**config.mk**
```make
export PLATFORM = sky130hd
export DESIGN_NAME = mem_wb_writeback
export DESIGN_NICKNAME = d
export VERILOG_FILES = /design/src/rtl/mem_wb_writeback.sv
export SDC_FILE = /design/constraint.sdc
export NUM_CORES = 1
export LEC_CHECK = 0
export ABC_AREA = 1
export CAP_MARGIN = 20
export CORE_UTILIZATION = 37
export DETAILED_ROUTE_END_ITERATION = 7
export HOLD_SLACK_MARGIN = 0.15
export PLACE_DENSITY_LB_ADDON = 0.12
export SLEW_MARGIN = 30
export SYNTH_ARGS = -nofsm -noshare
export SYNTH_HDL_FRONTEND = slang
export SYNTH_SLANG_ARGS = --single-unit
```
**constraint.sdc**
```tcl
create_clock -name clk -period 1.3 [get_ports clk]
set_input_delay 0.26 -clock clk [delete_from_list [all_inputs] [get_ports clk]]
set_output_delay 0.26 -clock clk [all_outputs]
set_load 0.05 [all_outputs]
```
**src/rtl/mem_wb_writeback.sv**
```systemverilog
// MEM/WB pipeline register with writeback data select, $zero write suppression,
// forwarding taps and a retired-instruction counter.
// Latency: 1 cycle from capture edge to outputs; forwarding outputs are combinational copies of the stage.
// Backpressure: stall holds the whole stage including the counter; flush inserts a bubble and wins over stall.
//
// Ports:
//   clk, rst            clock, asynchronous active-low reset
//   stall, flush        hold stage / squash stage (flush has priority)
//   in_*                MEM-stage instruction fields
//   write_reg/data      registered register-file write index and data
//   RegWrite            registered register-file write enable
//   fwd_valid/reg/data  forwarding source for the hazard unit
//   retire_count        number of retired valid instructions, wraps modulo 2^CNT_WIDTH
module mem_wb_writeback #(
  parameter int CNT_WIDTH = 32
) (
  input  logic                 clk,
  input  logic                 rst,
  input  logic                 stall,
  input  logic                 flush,
  input  logic                 in_valid,
  input  logic                 in_RegWrite,
  input  logic                 in_MemtoReg,
  input  logic                 in_link,
  input  logic [4:0]           in_write_reg,
  input  logic [31:0]          in_alu_result,
  input  logic [31:0]          in_mem_data,
  input  logic [31:0]          in_pc_plus4,
  output logic [4:0]           write_reg,
  output logic [31:0]          write_data,
  output logic                 RegWrite,
  output logic                 fwd_valid,
  output logic [4:0]           fwd_reg,
  output logic [31:0]          fwd_data,
  output logic [CNT_WIDTH-1:0] retire_count
);

  logic [31:0] sel_data;
  logic        sel_we;

  // Return address beats load data, which beats the ALU result.
  always_comb begin
    sel_data = in_alu_result;
    if (in_link) begin
      sel_data = in_pc_plus4;
    end else if (in_MemtoReg) begin
      sel_data = in_mem_data;
    end
  end

  // Register 0 is hardwired, so a write to it never reaches the register file.
  assign sel_we = in_valid & in_RegWrite & (in_write_reg != 5'd0);

  always_ff @(posedge clk or negedge rst) begin
    if (!rst) begin
      write_reg    <= 5'd0;
      write_data   <= 32'd0;
      RegWrite     <= 1'b0;
      retire_count <= '0;
    end else if (flush) begin
      // Bubble: the squashed instruction did not retire, so the counter holds.
      write_reg    <= 5'd0;
      write_data   <= 32'd0;
      RegWrite     <= 1'b0;
    end else if (!stall) begin
      // Index is captured even when the write is suppressed.
      write_reg  <= in_write_reg;
      write_data <= sel_data;
      RegWrite   <= sel_we;
      if (in_valid) begin
        retire_count <= retire_count + 1'b1;
      end
    end
  end

  assign fwd_valid = RegWrite;
  assign fwd_reg   = write_reg;
  assign fwd_data  = write_data;

endmodule

```
Word-level counts from Yosys, hierarchy flattened
Index checks and enable logic that the tools add are counted.
{ "op_classes": {"bitwise": 4, "muxes": 8, "n_addsub": 1, "eq_ne": 1, "n_reduce_logical": 2} }
{ "op_table": {"columns": ["operator", "n"], "rows": [
  ["$mux 32", 4],
  ["$add 32x1->32 const B", 1],
  ["$mux 5", 2],
  ["$reduce_bool 5->1", 1],
  ["$reduce_and 3->1", 1],
  ["$and 1x1->1", 2],
  ["$mux 1", 2],
  ["$ne 2x1->1 const B", 1],
  ["$not 1->1", 2]
]} }
{ "word_totals": {"word_cells": 20, "in_bits": 109, "out_inout_bits": 108, "register_bits": 70} }

Logic depth before layout (Yosys ltp)
{ "depth": {"word_depth": 4, "mapped_depth": 10, "depth_no_buf": 9} }

Least setup slack after synthesis
No wires, ideal clock.
{ "synth_path": {"path_type": "register to register", "start": "reg retire_count[1]", "end": "reg retire_count[20]", "slack_ns": -0.402, "required_ns": 1.157, "setup_ns": 0.143, "arrival_time_ns": 1.559, "stages_incl_launch_ff": 8, "path_buffers": 0, "synth_period_minus_slack_ns": 1.702, "path_cell_list": "dfrtp_1 ha_1 inv_1 nor2_4 nand2_2 nor2_8 nand3_1 xnor2_1"} }
{ "synth_between": {"elab_chain_cells": 1} }
{ "synth_lines": {"columns": ["element", "line_no", "rtl"], "rows": [
  ["from (decl)", "35", "output logic [CNT_WIDTH-1:0] retire_count"],
  ["from (signal assigned)", "71", "retire_count <= retire_count + 1'b1;"],
  ["$add 32x1->32", "71", null]
]} }
No other way between the ends.
A chain may end at the register's enable or synchronous reset.

Worst setup path in the final report
{ "layout_path": {"start": "reg retire_count[1]", "end": "reg retire_count[24]"} }
Same word-level chain as after synthesis.

==> impl_results.md <==
* Vias per Instance at 5.07
* Run status: finished, violations left
* Total clock sinks at 70
* Insertion delay of the later-clocked pin in the worst-skew pair at 0.33 ns
* Internal cell power at 5640 uW
* Transition at the pin with the smallest max-transition slack at 0.416 ns
* Capture endpoint of the worst hold path: fwd_data[10]
* Number of buffers on the longest clock path at 2
* Worst hold start: in_link
* Netlist area before placement at 4390 um2
* Final cell utilization of the core at 76.3%
* Placeable core region at 11500 um2
* Width of the die at 111 um
* Overall power after layout at 8490 uW
* Net switching share of the total power at 33.6%
* Main area contributors after synthesis: sky130_fd_sc_hd__dfrtp_1 40%, sky130_fd_sc_hd__nand2_1 8.6%, sky130_fd_sc_hd__nand3_1 7.0%, sky130_fd_sc_hd__buf_4 6.5%, sky130_fd_sc_hd__mux2_2 6.2%
* Setup repair after global routing missed its margin: yes
* Post-DP HPWL at 12.1 mm
* Routed length per placed instance at 18.3 um
* Static Leak at 0.00408 uW
* Die Footprint at 12300 um2
* Total I/O pin count at 217
* Total Wirelength at 17.4 mm
* Kind of end point of the critical path: flop
* Areal power density over the cells at 971 nW/um2
* DRC Markers at 0
* Final period demand of the worst path at 1.41 ns
* Count of max-cap constraint violations at 0
* Largest net degree at the start of global routing at 71
* Number of antenna violations at the first check in global routing at 0
* Filler cell count in the final layout at 752
* Highest achievable clock rate at 707 MHz
* Count of unique library cells instantiated by Yosys at 27
* Synth top area share at 39.9%
* Minimum setup slack among reg-to-reg paths at -0.11 ns
* Syn-to-layout area delta at 99.3%
* Final number of max-transition violations at 0
* Count of cells along the worst hold path at 3
* Hold Fails Final Rpt at 0
* Dominant delay contributor by cell family on the critical path: simple AND/OR/NAND/NOR gates
* Most used cell along the critical path: sky130_fd_sc_hd__nor2_4
* Number of buffers and inverters on the critical path at 1
* Cts bufs inserted at 9
* CP Class: reg2reg
* Average cell area after synthesis at 7.99 um2
* Die outline height at 111 um
* Post-layout worst setup margin at -0.114 ns
* Ys Warns at 0
* Port buffer count at 216
* Mapped Nets at 659
* Count of H-tree levels built during CTS at 3
* Sum of negative setup slack at -1.05 ns
* Max-slew headroom at 72.3%
* Sequential area share after synthesis at 39.9%
* Seq cells post-synth at 70
* Via count of the first global-routing pass at 4793
* Cell at the root of the clock tree: sky130_fd_sc_hd__clkbuf_16
* Startpoint of the worst register-to-register path: retire_count[1]
* Clock tree from TritonCTS: built
* Hold Path Class: in2reg
* Longest individual stage delay on the worst path at 0.40 ns
* Clock power share at 30.2%
* GRT Util Overall at 26.9%
* Worst path cell trace: ha_4, inv_2, nor2_4, nand2_4, nor2_4, nand2_2, nor2_1, nand3_1, nand2_1
* Clk slew on worst S/H paths at 0.06 ns
* Clock skew at 0.0110 ns
* Fraction of the cycle the final worst path needs at 109%
* Reg2reg path depth at 9
* Share of total power in sequential cells at 30.8%
* Number of vias after detailed routing at 4808
* Violations in the final reports: negative setup slack
* Final global-route overflow total at 0
* Starting DRC count in detailed routing at 392
* Startpoint types: flop
* Worst EP required at 1.55 ns
* Starting utilization of the core area at 38.3%
* Num rows at 39
* Final setup violation count at 26
* Maximum vdd drop at 1200 uV
* Peak fanout along the critical path at 3
* Fraction of layout cells with a size suffix above 1 at 40.1%
* First-pass DRT Iterations at 5
* Smallest hold slack at 0.389 ns
* Crit Reg-Reg Endpoint: retire_count[24]
* Worst-path cell with the longest stage delay: sky130_fd_sc_hd__dfrtp_2
* Logic gate share of total power at 39.0%
* Switching power at 2860 uW
* Final weighted congestion of routability-driven global placement at 0.859
* Total Nets Final at 911
* Arrival time at the worst endpoint at 1.67 ns
* Synth area leader: sky130_fd_sc_hd__dfrtp_1
* Cells after synthesis at 549
* ANT cells at 0
* Wire length of the first global-routing pass at 26.3 mm
* Count of nets left with antenna violations after detail routing at 0
worst register-to-register path: cells and delay by family, from the launching register on:
family,cells,cell delay (ns)
buf+inv,1,0.04
simple gates,7,0.74
flops,1,0.40
fa+ha+maj,1,0.15
cells in the final DEF (no fill, tap or decap), types with 6 or more instances in the layout:
| master | netlist | layout |
|---|---|---|
| sky130_fd_sc_hd__a21oi_1 | 32 | 32 |
| sky130_fd_sc_hd__buf_12 | 0 | 113 |
| sky130_fd_sc_hd__buf_4 | 38 | 51 |
| sky130_fd_sc_hd__buf_6 | 1 | 27 |
| sky130_fd_sc_hd__clkbuf_16 | 0 | 9 |
| sky130_fd_sc_hd__clkdlybuf4s50_1 | 0 | 102 |
| sky130_fd_sc_hd__dfrtp_1 | 70 | 44 |
| sky130_fd_sc_hd__dfrtp_2 | 0 | 26 |
| sky130_fd_sc_hd__inv_1 | 67 | 66 |
| sky130_fd_sc_hd__mux2_1 | 8 | 8 |
| sky130_fd_sc_hd__mux2_2 | 24 | 24 |
| sky130_fd_sc_hd__nand2_1 | 100 | 88 |
| sky130_fd_sc_hd__nand2_2 | 8 | 17 |
| sky130_fd_sc_hd__nand3_1 | 61 | 55 |
| sky130_fd_sc_hd__nand3_2 | 0 | 6 |
| sky130_fd_sc_hd__nand4_1 | 15 | 15 |
| sky130_fd_sc_hd__nor2_1 | 26 | 13 |
| sky130_fd_sc_hd__nor2_2 | 5 | 13 |
| sky130_fd_sc_hd__nor2_4 | 8 | 14 |
| sky130_fd_sc_hd__o21ai_0 | 36 | 32 |
| sky130_fd_sc_hd__xnor2_1 | 12 | 11 |
| sky130_fd_sc_hd__xor2_1 | 7 | 7 |
cell usage after synthesis, drive strengths merged:
cell	n
and3	1
nand2	109
nand3b	2
o21ai	36
clkbuf	14
a21oi	32
xor2	7
nand3	61
nand4	15
dfrtp	70
ha	1
mux2	32
nor3	1
xnor2	12
nor2	40
buf	47
inv	69
cell type report:
| class | instances | area, um2 | share of cell area [%] |
|---|---|---|---|
| Multi-Input combinational cell | 350 | 2160 | 24.7 |
| Timing Repair Buffer | 301 | 4060 | 46.4 |
| Clock buffer | 11 | 253 | 2.89 |
| Tap cell | 143 | 179 | 2.05 |
| Clock inverter | 5 | 57.6 | 0.658 |
| Inverter | 69 | 259 | 2.96 |
| Sequential cell | 70 | 1780 | 20.4 |
worst max path at each step:
| stage | end | slack (ns) | startpoint | depth (start not counted) |
|---|---|---|---|---|
| 3_5_place_dp | retire_count[31] | -0.58 | stall | 9 |
| 4_1_cts | retire_count[24] | -0.06 | retire_count[1] | 9 |
| 2_1_floorplan | retire_count[20] | -0.15 | retire_count[1] | 7 |
| 6_report | retire_count[24] | -0.11 | retire_count[1] | 9 |
| 3_3_place_gp | retire_count[21] | -0.53 | stall | 7 |
| 5_1_grt | retire_count[27] | -0.17 | retire_count[17] | 8 |
timing repair:
item | 4_1_cts | 5_1_grt
setup buffers | 16 | 18
cloned | 2 | 0
hold endpoints to repair | 70 | 0
hold buffers | 1 | 0
setup endpoints to repair | 82 | 57
gates resized for setup | 35 | 44
pin swaps | 7 | 18
cell families after synthesis:
kind of cell	count (synthesis)	synth area share (%)
simple gates	229	25.3
buf+inv	130	14.7
flops	70	39.9
compound gates	68	7.76
mux	32	8.21
xor+xnor	19	3.79
fa+ha+maj	1	0.285
power by group through the flow:
stage,registers [uW],clock network (uW),logic [uW]
6_report,2620,2560,3310
5_1_grt,2640,2700,3440
4_1_cts,2610,2600,3210
3_5_place_dp,2640,0,3070
3_3_place_gp,2630,0,3020
2_1_floorplan,3090,0,874
per-layer routing:
layer | up-vias | global-route usage (%) | share of wire [%]
met1 | 2309 | 33.0 | 38
met2 | 219 | 49.4 | 53
met3 | 42 | 3.77 | 5.8
met5 | - | 0 | 0
met4 | 0 | 6.76 | 2.8
li1 | 2238 | - | -
metrics by stage:
stage               cells  cell area [um2]  setup slack [ns]
floorplan             549             4450            -0.147
global placement      899             7920            -0.528
detailed placement    899             7920            -0.575
CTS                   932             8480           -0.0577
global route          949             8740            -0.172
finish                949             8740            -0.114
Power figures use the tool's default switching activity.
